===== config.mk =====
export PLATFORM = sky130hd
export DESIGN_NAME = fft8_bfly_sched_flat
export DESIGN_NICKNAME = d
export VERILOG_FILES = /design/src/rtl/fft8_bfly_sched_if.sv /design/src/rtl/fft8_bfly_sched.sv /design/src/flat_wrapper.sv
export SDC_FILE = /design/constraint.sdc
export NUM_CORES = 1
export LEC_CHECK = 0
export CORE_ASPECT_RATIO = 0.8
export CORE_UTILIZATION = 29
export CTS_BUF_LIST = sky130_fd_sc_hd__clkbuf_8
export CTS_CLUSTER_SIZE = 30
export DETAILED_ROUTE_END_ITERATION = 6
export PLACE_DENSITY = 0.43
export SYNTH_ARGS = -nofsm -noshare
export SYNTH_HDL_FRONTEND = slang
export SYNTH_SLANG_ARGS = --single-unit
export TNS_END_PERCENT = 20

===== constraint.sdc =====
create_clock -name clk -period 11.1 [get_ports clk]
set_input_delay 2.22 -clock clk [delete_from_list [all_inputs] [get_ports clk]]
set_output_delay 2.22 -clock clk [all_outputs]
set_load 0.02 [all_outputs]

===== src/rtl/fft8_bfly_sched_if.sv =====
// Stream, butterfly and status bundle of the 8-point FFT scheduler.
// The slave view belongs to the scheduler and the master view to its environment.
interface fft8_bfly_sched_if #(
    parameter int DATA_W = 32
);
    logic [DATA_W-1:0] in_data;
    logic              in_valid;
    logic              in_ready;
    logic [DATA_W-1:0] bf_a;
    logic [DATA_W-1:0] bf_b;
    logic [2:0]        bf_tw;
    logic              bf_valid;
    logic [DATA_W-1:0] bf_res1;
    logic [DATA_W-1:0] bf_res2;
    logic              bf_res_valid;
    logic [DATA_W-1:0] out_data;
    logic              out_valid;
    logic              out_ready;
    logic              out_last;
    logic              busy;
    logic              err;

    modport slave (
        input  in_data, in_valid, bf_res1, bf_res2, bf_res_valid, out_ready,
        output in_ready, bf_a, bf_b, bf_tw, bf_valid, out_data, out_valid, out_last, busy, err
    );

    modport master (
        output in_data, in_valid, bf_res1, bf_res2, bf_res_valid, out_ready,
        input  in_ready, bf_a, bf_b, bf_tw, bf_valid, out_data, out_valid, out_last, busy, err
    );
endinterface


===== src/rtl/fft8_bfly_sched.sv =====
// 8-point radix-2 DIT FFT sequenced over one external butterfly unit.
// Samples land bit-reversed in an 8-entry bank; 3 stages x 4 butterflies run in place.
module fft8_bfly_sched #(
    parameter int DATA_W = 32
) (
    input  logic             clk,
    input  logic             rst_n,
    fft8_bfly_sched_if.slave bus
);
    typedef enum logic [1:0] {S_LOAD, S_ISSUE, S_WAIT, S_OUT} state_t;

    typedef struct packed {
        logic [2:0] up;
        logic [2:0] lo;
        logic [2:0] tw;
    } pair_t;

    // Butterfly j of stage s: upper/lower bank index and twiddle exponent.
    function automatic pair_t pair_sel(input logic [1:0] s, input logic [1:0] j);
        pair_t p;
        case (s)
            2'd1: begin
                p.up = {j[1], 1'b0, j[0]};
                p.lo = {j[1], 1'b1, j[0]};
                p.tw = {1'b0, j[0], 1'b0};
            end
            2'd2: begin
                p.up = {1'b0, j};
                p.lo = {1'b1, j};
                p.tw = {1'b0, j};
            end
            default: begin
                p.up = {j, 1'b0};
                p.lo = {j, 1'b1};
                p.tw = 3'd0;
            end
        endcase
        return p;
    endfunction

    function automatic logic [2:0] bitrev3(input logic [2:0] n);
        return {n[0], n[1], n[2]};
    endfunction

    state_t            r_state;
    state_t            w_next;
    logic [DATA_W-1:0] r_bank [8];
    logic [2:0]        r_n;
    logic [2:0]        r_m;
    logic [1:0]        r_k;
    logic [1:0]        r_r;
    logic [1:0]        r_s;
    logic              r_busy;
    logic              r_err;

    pair_t w_iss;
    pair_t w_ret;
    logic  w_in_fire;
    logic  w_out_fire;
    logic  w_res_ok;
    logic  w_res_last;
    logic  w_res_err;

    assign w_iss      = pair_sel(r_s, r_k);
    assign w_ret      = pair_sel(r_s, r_r);
    assign w_in_fire  = (r_state == S_LOAD) && bus.in_valid;
    assign w_out_fire = (r_state == S_OUT) && bus.out_ready;

    // A result is only legal for a butterfly already issued in this stage:
    // r_k butterflies precede the current ISSUE cycle, all four precede WAIT.
    assign w_res_ok   = bus.bf_res_valid &&
                        (((r_state == S_ISSUE) && (r_r < r_k)) || (r_state == S_WAIT));
    assign w_res_last = w_res_ok && (r_r == 2'd3);
    assign w_res_err  = bus.bf_res_valid && !w_res_ok;

    always_ff @(posedge clk or negedge rst_n) begin
        if (!rst_n) begin
            r_state <= S_LOAD;
        end else begin
            r_state <= w_next;
        end
    end

    // The 4th result of a stage releases the barrier in the cycle it is written,
    // so the next stage's first operands read the already-updated bank.
    always_comb begin
        w_next = r_state;
        case (r_state)
            S_LOAD:  if (w_in_fire && (r_n == 3'd7)) w_next = S_ISSUE;
            S_ISSUE: if (r_k == 2'd3) w_next = S_WAIT;
            S_WAIT:  if (w_res_last) w_next = (r_s == 2'd2) ? S_OUT : S_ISSUE;
            S_OUT:   if (w_out_fire && (r_m == 3'd7)) w_next = S_LOAD;
            default: w_next = S_LOAD;
        endcase
    end

    always_comb begin
        bus.in_ready  = 1'b0;
        bus.bf_valid  = 1'b0;
        bus.bf_a      = '0;
        bus.bf_b      = '0;
        bus.bf_tw     = 3'd0;
        bus.out_valid = 1'b0;
        bus.out_last  = 1'b0;
        bus.out_data  = '0;
        case (r_state)
            S_LOAD: bus.in_ready = 1'b1;
            S_ISSUE: begin
                bus.bf_valid = 1'b1;
                bus.bf_a     = r_bank[w_iss.up];
                bus.bf_b     = r_bank[w_iss.lo];
                bus.bf_tw    = w_iss.tw;
            end
            S_OUT: begin
                bus.out_valid = 1'b1;
                bus.out_data  = r_bank[r_m];
                bus.out_last  = (r_m == 3'd7);
            end
            default: ;
        endcase
    end

    always_ff @(posedge clk or negedge rst_n) begin
        if (!rst_n) begin
            r_n    <= 3'd0;
            r_m    <= 3'd0;
            r_k    <= 2'd0;
            r_r    <= 2'd0;
            r_s    <= 2'd0;
            r_busy <= 1'b0;
            r_err  <= 1'b0;
        end else begin
            if (w_in_fire) r_n <= r_n + 3'd1;
            if (r_state == S_ISSUE) r_k <= r_k + 2'd1;
            if (w_res_ok) r_r <= r_r + 2'd1;
            if (w_res_last) r_s <= (r_s == 2'd2) ? 2'd0 : r_s + 2'd1;
            if (w_out_fire) r_m <= r_m + 3'd1;
            if (w_in_fire && (r_n == 3'd0)) begin
                r_busy <= 1'b1;
            end else if (w_out_fire && (r_m == 3'd7)) begin
                r_busy <= 1'b0;
            end
            if (w_res_err) r_err <= 1'b1;
        end
    end

    always_ff @(posedge clk) begin
        if (w_in_fire) r_bank[bitrev3(r_n)] <= bus.in_data;
        if (w_res_ok) begin
            r_bank[w_ret.up] <= bus.bf_res1;
            r_bank[w_ret.lo] <= bus.bf_res2;
        end
    end

    assign bus.busy = r_busy;
    assign bus.err  = r_err;
endmodule


===== src/flat_wrapper.sv =====
// flat-port wrapper written by rule: the top's interface ports become plain ports
module fft8_bfly_sched_flat 
#(
    parameter int DATA_W = 32
)
  (clk, rst_n, bus_in_data, bus_in_valid, bus_bf_res1, bus_bf_res2, bus_bf_res_valid, bus_out_ready, bus_in_ready, bus_bf_a, bus_bf_b, bus_bf_tw, bus_bf_valid, bus_out_data, bus_out_valid, bus_out_last, bus_busy, bus_err);
  fft8_bfly_sched_if #(.DATA_W(DATA_W)) bus_i ();
  input  logic clk;
  input  logic rst_n;
  input wire logic [$bits(bus_i.in_data)-1:0] bus_in_data;
  input wire logic [$bits(bus_i.in_valid)-1:0] bus_in_valid;
  input wire logic [$bits(bus_i.bf_res1)-1:0] bus_bf_res1;
  input wire logic [$bits(bus_i.bf_res2)-1:0] bus_bf_res2;
  input wire logic [$bits(bus_i.bf_res_valid)-1:0] bus_bf_res_valid;
  input wire logic [$bits(bus_i.out_ready)-1:0] bus_out_ready;
  output wire logic [$bits(bus_i.in_ready)-1:0] bus_in_ready;
  output wire logic [$bits(bus_i.bf_a)-1:0] bus_bf_a;
  output wire logic [$bits(bus_i.bf_b)-1:0] bus_bf_b;
  output wire logic [$bits(bus_i.bf_tw)-1:0] bus_bf_tw;
  output wire logic [$bits(bus_i.bf_valid)-1:0] bus_bf_valid;
  output wire logic [$bits(bus_i.out_data)-1:0] bus_out_data;
  output wire logic [$bits(bus_i.out_valid)-1:0] bus_out_valid;
  output wire logic [$bits(bus_i.out_last)-1:0] bus_out_last;
  output wire logic [$bits(bus_i.busy)-1:0] bus_busy;
  output wire logic [$bits(bus_i.err)-1:0] bus_err;
  assign bus_i.in_data = bus_in_data;
  assign bus_i.in_valid = bus_in_valid;
  assign bus_i.bf_res1 = bus_bf_res1;
  assign bus_i.bf_res2 = bus_bf_res2;
  assign bus_i.bf_res_valid = bus_bf_res_valid;
  assign bus_i.out_ready = bus_out_ready;
  assign bus_in_ready = bus_i.in_ready;
  assign bus_bf_a = bus_i.bf_a;
  assign bus_bf_b = bus_i.bf_b;
  assign bus_bf_tw = bus_i.bf_tw;
  assign bus_bf_valid = bus_i.bf_valid;
  assign bus_out_data = bus_i.out_data;
  assign bus_out_valid = bus_i.out_valid;
  assign bus_out_last = bus_i.out_last;
  assign bus_busy = bus_i.busy;
  assign bus_err = bus_i.err;
  fft8_bfly_sched #(.DATA_W(DATA_W)) u_core (.clk(clk), .rst_n(rst_n), .bus(bus_i));
endmodule

[Word-level counts from Yosys, hierarchy flattened]
Memories as Yosys holds them, arrays and structs flattened.
Index checks and enable logic that the tools add are counted.
Operators by class
  reductions and logical operators: 16
  order comparisons: 1
  equal/unequal tests: 13
  add/sub/neg operators: 5
  muxes and demuxes: 26
Operators by type and width (count)
  $mux W32: 4
  $pmux W9 S2: 2
  $reduce_or A32 Y1: 1
  $mux W2: 6
  $mux W1: 11
  $eq A2 B2 Y1 const B: 5
  $logic_and A1 B1 Y1: 9
  $pmux W2 S4: 1
  $add A2 B1 Y2 const B: 3
  $add A3 B1 Y3 const B: 2
  $eq A3 B3 Y1 const B: 2
  $mux W3: 2
  $eq A2 B1 Y1 const B: 2
  $ne A2 B1 Y1 const B: 2
  $ne A2 B2 Y1 const B: 2
  $reduce_and A4 Y1: 1
  $logic_not A3 Y1: 1
  $logic_not A2 Y1: 1
  $lt A2 B2 Y1: 1
  $reduce_bool A2 Y1: 1
  $logic_not A1 Y1: 1
  $logic_or A1 B1 Y1: 1
Word-level totals
  memory bits (writable): 256
  memories: 1
  input port bits: 101
  logic and storage cells: 70
  register bits: 16
Memories
  u_core.r_bank: depth 8, bits a word 32, rd ports 3, clocked after memory_dff 0, wr ports 2, RTL line fft8_bfly_sched.sv:47  | logic [DATA_W-1:0] r_bank [8];

[Logic depth before layout (Yosys ltp)]
  depth in word-level cells: 8
  mapped depth: 11

[Least setup slack after synthesis]
No wires, ideal clock.
  path type: input to register
  start: input port bus_bf_res_valid
  end: memory u_core.r_bank[4][0] (enable)
  arrival time: 5.309 ns
  slack: 5.321 ns
  stages: 4
  required time: 10.630 ns
  setup time: 0.470 ns
  buffers on the path: 1
  cell sequence: o21a_1 > buf_2 > mux2_2 > o31ai_1
RTL lines
  from (decl): RTL line flat_wrapper.sv:14  | input wire logic [$bits(bus_i.bf_res_valid)-1:0] bus_bf_res_valid;
  to (decl): RTL line fft8_bfly_sched.sv:47

[Final worst setup path]
  start: register u_core.r_s[0]
  end: output port bus_bf_a[0]
Between the ends
  longest elaborated chain between the ends: 4
  elaborated cells between the ends (all ways): 5
RTL lines
  from (decl): RTL line fft8_bfly_sched.sv:52  | logic [1:0] r_s;
  from (signal assigned): RTL line fft8_bfly_sched.sv:136  | if (w_res_last) r_s <= (r_s == 2'd2) ? 2'd0 : r_s + 2'd1;
  $eq A2 B2 Y1 or $eq A2 B1 Y1 (tied branches): RTL line fft8_bfly_sched.sv:21  | case (s)
  $pmux W9 S2 (*): RTL line fft8_bfly_sched.sv:21
  $mem_v2 Z8 W32 (*)
  $mux W32 (*): RTL line fft8_bfly_sched.sv:106  | case (r_state)
  to (decl): RTL line flat_wrapper.sv:17  | output wire logic [$bits(bus_i.bf_a)-1:0] bus_bf_a;
Mark *: on every way between the ends. The rest lies on a longest branch, timed or not.

==> results.cfg <==
[pwr]
p_sw_share_pct = 48.80
power_density_nw_per_um2 = 306.9
peakVddDrop_mv = 0.2323
combPwrFrac_pct = 61.2
p_int_mw = 3.540
p_leak_nw = 8.458
power.switching_mw = 3.374
pwr-share-seq_pct = 25.8
pwr-share-clk_pct = 13.0

[yosys]
ys_seq_area_share_pct = 43.17
yosys_most_used_dff = edfxtp_1
syn_avg_cell_area_sq_um = 10.29
ys_warn_count = 0
ys_top_cells_by_area = edfxtp_1 (41%), mux2i_1 (8.7%), mux2_2 (8.2%), mux4_2 (7.7%), nand2_1 (7.0%)
synth_edf_count = 256
yosys.area.top_type = edfxtp_1
syn-num-nets = 1933
async_reset_ff_share_pct = 5.882
synth_top_area_share_pct = 41.03
synth.distinct_cells = 50
ys_seq_elements = 272
syn_area_sq_um = 18740
syn_inst = 1820

[detailed_routing]
drc = 0
drt_iter0_markers = 1706
top_layer = met4
wl_met1_mm = 34.11
viasPerCell = 5.546
wl_per_cell_um = 26.18
drtAntennaViolNets = 0
firstDrtPassIters = 6
routed_wl_mm = 74.28
wl_met2_mm = 33.38
vias = 15730
wl_met3_mm = 5.369

[timing]
fin_crit_sh_pct = 71.78
worstMarginPinSlew_ps = 1103
setup_viol = 0
fmax_ghz = 0.1255
slew_violations = 0
skew_ps = 39.03
period_needed_ps = 7968
rsz0062_at_grt = no
setup_tns_ps = 0
finalHoldViolations = 0
holdWs_ps = 467.7
max_slew_margin_pct = 26.36

[floorplanning]
start_util_pct = 29.64
dieArea_sq_um = 65630
rows = 82
pin_count = 206
die_y_um = 229.3
core_sq_um = 63200
die_w_um = 286.2

[finish]
multi_input_area_sq_um = 10160
fillers = 6318
regArea_sq_um = 8097
final_nets = 2070
drive_gt1_share_pct = 17.83
areaGrowthSynthToFinish_pct = 20.26
n_antenna_cell = 0
design_area_sq_um = 22530

[clocking]
cts-root-buf = clkbuf_8
clock_latency_ps = 660
post-cts-setup-buffers = 0
cts.path.max_buffers = 3
htreeDepth = 2
cts-resized-gates = 0
cts_inserted_buffers = 51
cts_hold_buf = 0
cts_tree = yes
path_clk_slew_ps = 50
cts.sinks = 272

[placed_design]
gp_congestion = 0.7853
hpwlAfterDp_mm = 43.41
place_area_sq_um = 21650
io_buffers = 204

[global_routing]
grt_max_degree = 75
grt_pass1_vias = 15600
grtUsageTotal_pct = 22.27
grt_overflow_total = 0
grt_pass1_wl_mm = 107.6
antenna_found_initial = 0

[worst_hold_path]
hold_path_class = register to register

[setup_path]
required_ps = 8880
crit_fanout = 46
cp_data_arrival_time_ps = 5750
cp-start-kind = register
worst-setup-path-type = register to primary output
cp-end-kind = primary output

[job]
maxCapViolCount = 0

[status]
status = finished clean
[cell usage in the layout, fill, tap and decap left out, types with 2 or more instances in the layout]
master	instances
a211oi_4	2
a21boi_0	2
a21o_1	2
a21oi_1	130
a21oi_4	2
a221oi_1	32
a22o_1	2
a31oi_1	33
a32oi_1	32
and3_1	36
buf_4	36
clkbuf_8	51
clkdlybuf4s50_1	204
clkinv_1	21
dfrtp_1	13
dfrtp_4	2
edfxtp_1	256
ha_1	12
inv_1	24
mux2_2	137
mux2_4	30
mux2i_1	162
mux4_2	64
nand2_1	343
nand2_2	5
nand2b_1	4
nand3_1	130
nor2_1	170
nor2b_1	4
o2111ai_4	2
o211ai_1	4
o21a_1	3
o21ai_0	7
o21ai_4	6
xnor2_1	4
[power by group through the flow]
stage / clock, mW / sequential [mW] / combinational [mW]
floorplan: 0 / 1.68 / 2.70
detailed placement: 0 / 1.80 / 4.24
global route: 0.958 / 1.82 / 4.53
finish: 0.897 / 1.78 / 4.23
global placement: 0 / 1.79 / 4.21
CTS: 0.920 / 1.78 / 4.26
[cell usage after synthesis (2+ instances only)]
library cell    n
mux2_4         30
nand2_1       349
edfxtp_1      256
xnor2_1         4
a21boi_0        2
and2_1          2
a21oi_1       132
clkbuf_1       99
mux2_2        137
nor2_1        171
buf_1          15
a22o_1          3
nor2b_1         4
o21a_1          4
o211ai_1        4
a311oi_1        2
inv_1           7
a221oi_1       32
a32oi_1        32
nand2b_1        5
buf_2          33
o21ai_0        12
and3_1         37
ha_1           12
mux4_2         64
a21o_1          2
dfrtp_1        16
o2111ai_1       2
nand3_1       130
a31oi_1        34
buf_6           7
buf_4           2
mux2i_1       162
[metal layers]
| layer | global-route usage, % | up-vias |
|---|---|---|
| met1 | 31.86 | 7909 |
| met2 | 34.85 | 661 |
| li1 | - | 7063 |
| met5 | 0 | - |
| met4 | 5.598 | 0 |
| met3 | 3.516 | 100 |
[cell type report]
class / count / area share [%]
sequential: 272 / 35.94
tap: 840 / 4.665
clock buffer: 51 / 3.115
timing repair buffer: 240 / 10.26
inverter: 8 / 0.1333
multi-input combinational: 1384 / 45.09
clock inverter: 42 / 0.7997
[worst max-delay path, stage by stage, from the launching register on]
cell and delay, ps:
dfrtp_1 390, inv_1 80, ha_1 880, nor2b_1 250, a31oi_4 820, buf_4 860
mux2i_1 170, a221oi_1 880, clkdlybuf4s50_1 760
[kinds of logic after synthesis]
| family | share of synthesized area [%] |
|---|---|
| simple gates | 15.60 |
| mux | 26.99 |
| flops | 43.17 |
| compound gates | 9.410 |
| other cells | 0.02002 |
| buf+inv | 3.827 |
| fa+ha+maj | 0.8014 |
| xor+xnor | 0.1870 |
[per-stage QoR]
stage / setup slack [ps] / utilization, % / cells / total power [mW]
finish: 3132 / 35.65 / 2837 / 6.914
global route: 2865 / 35.65 / 2837 / 7.300
floorplan: 5321 / - / 1820 / 4.382
global placement: 3975 / 34.25 / 2744 / 5.995
detailed placement: 3813 / 34.25 / 2744 / 6.040
CTS: 3132 / 35.65 / 2837 / 6.958
[registers in the layout, summed over array words and instances (netlist names)]
register / count
u_core.bus.busy: 1
u_core.bus.err: 1
u_core.r_bank: 256
u_core.r_k: 2
u_core.r_m: 3
u_core.r_n: 3
u_core.r_r: 2
u_core.r_s: 2
u_core.r_state: 2
[worst paths after layout]
| path | startpoint | endpoint | slack, ps | cells past startpoint |
|---|---|---|---|---|
| min reg2reg | u_core.bus.err$_DFFE_PN0P_ | u_core.bus.err$_DFFE_PN0P_ | 470 | 1 |
| min in group asynchronous | rst_n | u_core.r_k[1]$_DFFE_PN0P_ | 2050 | 1 |
| min | u_core.bus.err$_DFFE_PN0P_ | u_core.bus.err$_DFFE_PN0P_ | 470 | 1 |
| max | u_core.r_s[0]$_DFFE_PN0P_ | bus_bf_a[0] | 3130 | 8 |
| max in group asynchronous | rst_n | u_core.r_m[0]$_DFFE_PN0P_ | 8470 | 1 |
| max reg2reg | u_core.r_state[1]$_DFFE_PN0P_ | u_core.r_bank[4][4]$_DFFE_PP_ | 6740 | 9 |
Note: power is estimated with default switching activity, not from simulation.
